--- config.mk ---
export PLATFORM = sky130hd
export DESIGN_NAME = nmr_experiment_scheduler
export DESIGN_NICKNAME = d
export VERILOG_FILES = /design/src/rtl/nmr_pkg.sv /design/src/rtl/nmr_delay_counter.sv /design/src/rtl/nmr_experiment_scheduler.sv
export SDC_FILE = /design/constraint.sdc
export NUM_CORES = 1
export LEC_CHECK = 0
export CAP_MARGIN = 20
export CORE_MARGIN = 2
export CORE_UTILIZATION = 46
export CTS_BUF_LIST = sky130_fd_sc_hd__clkbuf_4 sky130_fd_sc_hd__clkbuf_8
export DETAILED_ROUTE_END_ITERATION = 8
export PLACE_DENSITY_LB_ADDON = 0.05
export SYNTH_ARGS = -nofsm -noshare
export SYNTH_HDL_FRONTEND = slang
export SYNTH_SLANG_ARGS = --single-unit
--- constraint.sdc ---
create_clock -name clk -period 2.6 [get_ports clk]
set_input_delay 0.52 -clock clk [delete_from_list [all_inputs] [get_ports clk]]
set_output_delay 0.52 -clock clk [all_outputs]
set_load 0.01 [all_outputs]
--- src/rtl/nmr_pkg.sv ---
// nmr_pkg: shared scheduler state encoding and default field widths.
package nmr_pkg;
    typedef enum logic [2:0] {
        S_IDLE,
        S_LOAD,
        S_PULSE,
        S_ACQ,
        S_REPDLY,
        S_FIN
    } state_t;
    localparam int W_DEF    = 16;
    localparam int TW_DEF   = 32;
    localparam int WDOG_DEF = 1 << 24;
endpackage

--- src/rtl/nmr_delay_counter.sv ---
// nmr_delay_counter: loadable down-counter timing the repetition delay between shots.
module nmr_delay_counter #(
    parameter int TW = 32
) (
    input  logic          clk,
    input  logic          rst,
    input  logic          load,
    input  logic          count,
    input  logic [TW-1:0] value,
    output logic          zero
);
    logic [TW-1:0] cnt;
    always_ff @(posedge clk or negedge rst)
        if (!rst) cnt <= '0;
        else if (load) cnt <= value;
        else if (count && cnt != '0) cnt <= cnt - 1'b1;
    assign zero = cnt == '0;
endmodule

--- src/rtl/nmr_experiment_scheduler.sv ---
// nmr_experiment_scheduler: sequences NMR shots (pulse, acquire, repetition delay) for navg averages.
// Optional watchdog on PULSE/ACQ enabled by defining NMR_SCHED_WDOG_EN.
module nmr_experiment_scheduler
    import nmr_pkg::*;
#(
    parameter int W           = W_DEF,
    parameter int TW          = TW_DEF,
    parameter int WDOG_CYCLES = WDOG_DEF
) (
    input  logic          clk,
    input  logic          rst,
    input  logic          start,
    input  logic          abort,
    input  logic [W-1:0]  cfg_alen,
    input  logic [W-1:0]  cfg_blen,
    input  logic [W-1:0]  cfg_abdly,
    input  logic [W-1:0]  cfg_bbdly,
    input  logic [W-1:0]  cfg_bbcnt,
    input  logic [W-1:0]  cfg_navg,
    input  logic [TW-1:0] cfg_trep,
    output logic [W-1:0]  seq_alen,
    output logic [W-1:0]  seq_blen,
    output logic [W-1:0]  seq_abdly,
    output logic [W-1:0]  seq_bbdly,
    output logic [W-1:0]  seq_bbcnt,
    output logic          seq_rst,
    input  logic          seq_done,
    output logic          acq_trig,
    input  logic          acq_done,
    output logic          busy,
    output logic          done,
    output logic          err,
    output logic [W-1:0]  shot_cnt
);
    state_t        state, nxt;
    logic [W-1:0]  navg_lat;
    logic [TW-1:0] trep_lat;
    logic          dly_zero, dly_load, wd_hit;

    if (WDOG_CYCLES < 1) begin : g_bad_wdog
        $error("WDOG_CYCLES must be at least 1");
    end

`ifdef NMR_SCHED_WDOG_EN
    localparam int WD_W = $clog2(WDOG_CYCLES + 1);
    logic [WD_W-1:0] wd;
    assign wd_hit = (state == S_PULSE || state == S_ACQ) && wd == WD_W'(WDOG_CYCLES - 1);
    always_ff @(posedge clk or negedge rst)
        if (!rst) begin
            wd  <= '0;
            err <= 1'b0;
        end else begin
            wd <= (nxt == state && (state == S_PULSE || state == S_ACQ)) ? wd + 1'b1 : '0;
            if (state == S_IDLE && nxt == S_LOAD) err <= 1'b0;
            else if (wd_hit && !abort) err <= 1'b1;
        end
`else
    assign wd_hit = 1'b0;
    assign err    = 1'b0;
`endif

    always_comb begin
        nxt = state;
        case (state)
            S_IDLE:   if (start && !abort) nxt = S_LOAD;
            S_LOAD:   nxt = cfg_navg == '0 ? S_FIN : S_PULSE;
            S_PULSE:  if (seq_done) nxt = S_ACQ;
            S_ACQ:    if (acq_done) nxt = shot_cnt + 1'b1 == navg_lat ? S_FIN : S_REPDLY;
            S_REPDLY: if (dly_zero) nxt = S_PULSE;
            S_FIN:    nxt = S_IDLE;
            default:  nxt = S_IDLE;
        endcase
        if ((abort && state != S_IDLE) || wd_hit) nxt = S_IDLE;
    end

    // Loading trep-1 makes REPDLY last trep cycles, and a zero trep still costs one.
    assign dly_load = state == S_ACQ && nxt == S_REPDLY;
    nmr_delay_counter #(.TW(TW)) u_dly (
        .clk   (clk),
        .rst   (rst),
        .load  (dly_load),
        .count (state == S_REPDLY),
        .value (trep_lat == '0 ? '0 : trep_lat - 1'b1),
        .zero  (dly_zero)
    );

    always_ff @(posedge clk or negedge rst)
        if (!rst) begin
            state     <= S_IDLE;
            busy      <= 1'b0;
            seq_rst   <= 1'b1;
            done      <= 1'b0;
            acq_trig  <= 1'b0;
            shot_cnt  <= '0;
            navg_lat  <= '0;
            trep_lat  <= '0;
            seq_alen  <= '0;
            seq_blen  <= '0;
            seq_abdly <= '0;
            seq_bbdly <= '0;
            seq_bbcnt <= '0;
        end else begin
            state    <= nxt;
            busy     <= nxt != S_IDLE;
            seq_rst  <= nxt != S_PULSE;
            done     <= nxt == S_FIN;
            acq_trig <= state == S_PULSE && nxt == S_ACQ;
            if (state == S_IDLE && nxt == S_LOAD) shot_cnt <= '0;
            if (state == S_ACQ && nxt != S_ACQ && nxt != S_IDLE) shot_cnt <= shot_cnt + 1'b1;
            if (state == S_LOAD) begin
                seq_alen  <= cfg_alen;
                seq_blen  <= cfg_blen;
                seq_abdly <= cfg_abdly;
                seq_bbdly <= cfg_bbdly;
                seq_bbcnt <= cfg_bbcnt;
                navg_lat  <= cfg_navg;
                trep_lat  <= cfg_trep;
            end
        end
endmodule

==> impl_metrics.env <==
export IMPL_grtUsageMet1=0.336
export IMPL_wire_per_inst_microns=18.2
export IMPL_drtAntennaViolNets=0
export IMPL_internal_power_mw=9.11
export IMPL_wirelength_microns=26500
export IMPL_r2r_slack_ns=-0.08
export IMPL_cts_root_buf="clkbuf_8"
export IMPL_cts_buffer_depth=2
export IMPL_row_count=51
export IMPL_gr_usage_met3=0.0795
export IMPL_nNetsFinal=1312
export IMPL_rr_endpoint="u_dly.cnt[17]"
export IMPL_clkPwrFrac=0.144
export IMPL_hpwl_microns=18700
export IMPL_area_growth_pct=54.1
export IMPL_initial_core_util=0.467
export IMPL_max_freq_mhz=373
export IMPL_vias=7759
export IMPL_ir_worst_vdd_mv=0.709
export IMPL_grt_max_degree=132
export IMPL_worstPathArrival_ns=3.03
export IMPL_start_kind="flop"
export IMPL_grt_met2_usage=0.404
export IMPL_grt_pass1_wl_microns=40500
export IMPL_cts_sinks=183
export IMPL_yosys_top_cells_area="dfrtp_1 (50%), mux2_2 (16%), xnor2_1 (3.2%)"
export IMPL_synth_flop_cell="dfrtp_1"
export IMPL_crit_required_ns=2.95
export IMPL_drt_iter0_drc=386
export IMPL_dp_cells=1393
export IMPL_cellLeakagePower_nw=5.84
export IMPL_crit_top_cell="or3_4"
export IMPL_yosys_warnings=0
export IMPL_die_x_microns=144
export IMPL_slew_headroom=0.501
export IMPL_rr_startpoint="trep_lat[13]"
export IMPL_numCtsBuffers=17
export IMPL_route_detailed_drc=0
export IMPL_status="finished, violations left"
export IMPL_grt_ovfl_total=0
export IMPL_cts_hold_buf=0
export IMPL_final_cell_mix="clkdlybuf4s50_1 (228), dfrtp_1 (177), buf_4 (154)"
export IMPL_final_util=0.719
export IMPL_synth_distinct_cells=69
export IMPL_fin_cells=1452
export IMPL_p_seq_frac=0.356
export IMPL_cts_tree="done"
export IMPL_period_minus_slack_ns=2.68
export IMPL_synth_edf_count=0
export IMPL_grt_busiest_layer="met2"
export IMPL_diodes=0
export IMPL_ys_async_sr_fraction=1.00
export IMPL_insertion_delay_ns=0.47
export IMPL_netlist_instances=778
export IMPL_timing_final_crit_share=1.03
export IMPL_synth_seq_cells=183
export IMPL_vias_per_cell=5.34
export IMPL_htree_levels=4
export IMPL_power_density_nw_per_um2=1020
export IMPL_violations="setup timing"
export IMPL_p_comb_frac=0.500
export IMPL_syn_nets=916
export IMPL_synth_area_sq_um=9020
export IMPL_grt_pass1_vias=7643
export IMPL_worstSetupEndpointType="flop"
export IMPL_critPathSlowestCell="or4_4"
export IMPL_portBuffers=233
export IMPL_drtPass1Iterations=5
export IMPL_path_class="flop to flop"
export IMPL_hold_class="input pin to asynchronous set/reset pin"
export IMPL_core_area_sq_um=19300
export IMPL_p_switching_mw=5.06
export IMPL_fin_ws_ns=-0.0843
export IMPL_num_io_pins=235
export IMPL_fill_cells=1361
export IMPL_synth_area_leader_cell="dfrtp_1"
export IMPL_clkTransAtPathRegs_ns=0.11
export IMPL_crit_chain="or4_4, nor4_4, nand4_2, or3_4, or3_4, a2111oi_4, a31oi_1"
export IMPL_r2r_cells=7
export IMPL_post_route_cells_drive_above_1_share=0.345
export IMPL_skew_ns=0.0162
export IMPL_layout_commonest_cell="clkdlybuf4s50_1"
export IMPL_switching_share=0.357
export IMPL_place_congestion=0.872
export IMPL_worstMarginPinSlew_ns=0.749
export IMPL_hold_ws_ns=0.0667
export IMPL_hold_viol_final=0
export IMPL_startpoint="trep_lat[13]"
export IMPL_grt_antenna_before_repair=0
export IMPL_total_power_mw=14.2
export IMPL_critPathMaxStageDelay_ns=0.56
export IMPL_cap_viol_max_count=0
export IMPL_grtUsageTotal=0.252
export IMPL_synth_top_area_share=0.505
export IMPL_avgSynthCellArea_sq_um=11.6
export IMPL_crit_path_max_fanout=8
export IMPL_dieArea_sq_um=20800
export IMPL_maxSlewViolCount=0
export IMPL_rsz0062_at_grt="yes"
export IMPL_fp_dieH_microns=144
export IMPL_ys_seq_area_frac=0.508
export IMPL_crit_end="u_dly.cnt[17]"
export IMPL_setup_violations_final=27
## cell families after synthesis
kind of cell,after synthesis,share of synthesized area
AOI/OAI and AO/OA,94,0.0765
xor gates and xnor gates,62,0.0617
adders and majority gates,4,0.00555
buffers and inverters,52,0.0254
DFF,183,0.508
muxes,129,0.161
other,1,0.000416
and+or+nand+nor,253,0.162
## power by group through the flow
| stage | clock network, mW | logic, mW | registers (mW) |
|---|---|---|---|
| 2_1_floorplan | 0 | 3.05 | 5.46 |
| 4_1_cts | 2.07 | 6.89 | 5.05 |
| 6_report | 2.04 | 7.08 | 5.05 |
| 3_3_place_gp | 0 | 6.66 | 5.06 |
| 3_5_place_dp | 0 | 6.72 | 5.10 |
| 5_1_grt | 2.19 | 7.62 | 5.23 |
## state kept, by name (all words and copies together) (netlist names), 3 cells and up
name / cells
seq_alen: 16
seq_abdly: 16
shot_cnt: 16
seq_blen: 16
u_dly.cnt: 32
navg_lat: 16
seq_bbdly: 16
trep_lat: 32
state: 3
seq_bbcnt: 16
## worst max-delay path: cells and delay by family (launching register included)
family	cells	cell delay (ns)
simple gates	5	1.78
compound gates	2	0.42
flops	1	0.39
## cell type report
cell class              count  area [sq um]  area share
well taps                 265           332      0.0238
repair buffers            419          3980       0.286
flip-flops and latches    183          4590       0.330
clock inverters            14           178      0.0128
clock buffers              18           248      0.0178
multi-input cells         544          4550       0.327
inverters                   9          33.8     0.00243
## cells in the mapped netlist (3+ instances only)
library cell and n:
nand3_1 21, nor4b_1 3, nor3b_1 8, nand4_1 25, o211ai_1 7, nand2_1 39
clkbuf_1 26, dfrtp_1 182, xor2_1 28, mux2_2 126, nor4_2 3, o21ai_0 25
nor3_1 27, or3_1 10, or4_1 8, and4_1 5, nor4_1 23, a31oi_1 3
nand3b_1 4, a211oi_1 3, mux2i_1 3, inv_1 9, ha_1 4, xnor2_1 33
buf_4 3, a21oi_1 9, buf_2 12, a221o_1 9, o31ai_1 3, nor2_1 36
and3_1 20, a211o_1 9, nor2b_1 6
## layer usage
layer	up-vias	share of wire
met5	-	0
met4	0	0.013
met3	27	0.077
met2	242	0.48
met1	3805	0.43
li1	3685	-
## timing repair
item / 4_1_cts / 5_1_grt
pin swaps: 24 / 34
endpoints found under the hold margin: 0 / 0
resized for setup: 41 / 53
cloned: 1 / 6
setup endpoints to repair: 48 / 45
buffers inserted: 10 / 11
## metrics by stage
step                setup TNS, ns  instance area (sq um)  worst slack (ns)
detailed placement         -30.80                  12800            -0.804
global route                -4.07                  13900            -0.176
global placement           -27.83                  12800            -0.706
CTS                        -0.364                  13500           -0.0584
finish                     -0.691                  13900           -0.0843
floorplan                  -0.738                   9090            -0.103
## worst min-delay path by stage
stage,from,end,slack (ns),depth (start not counted)
after floorplan,rst,acq_trig,0.22,0
after global placement,seq_alen[11],seq_alen[11],0.49,1
after detailed placement,seq_alen[13],seq_alen[13],0.49,1
after CTS,rst,trep_lat[29],0.08,1
after global routing,rst,u_dly.cnt[27],0.09,1
final,rst,u_dly.cnt[24],0.07,1
Power figures use the tool's default switching activity.
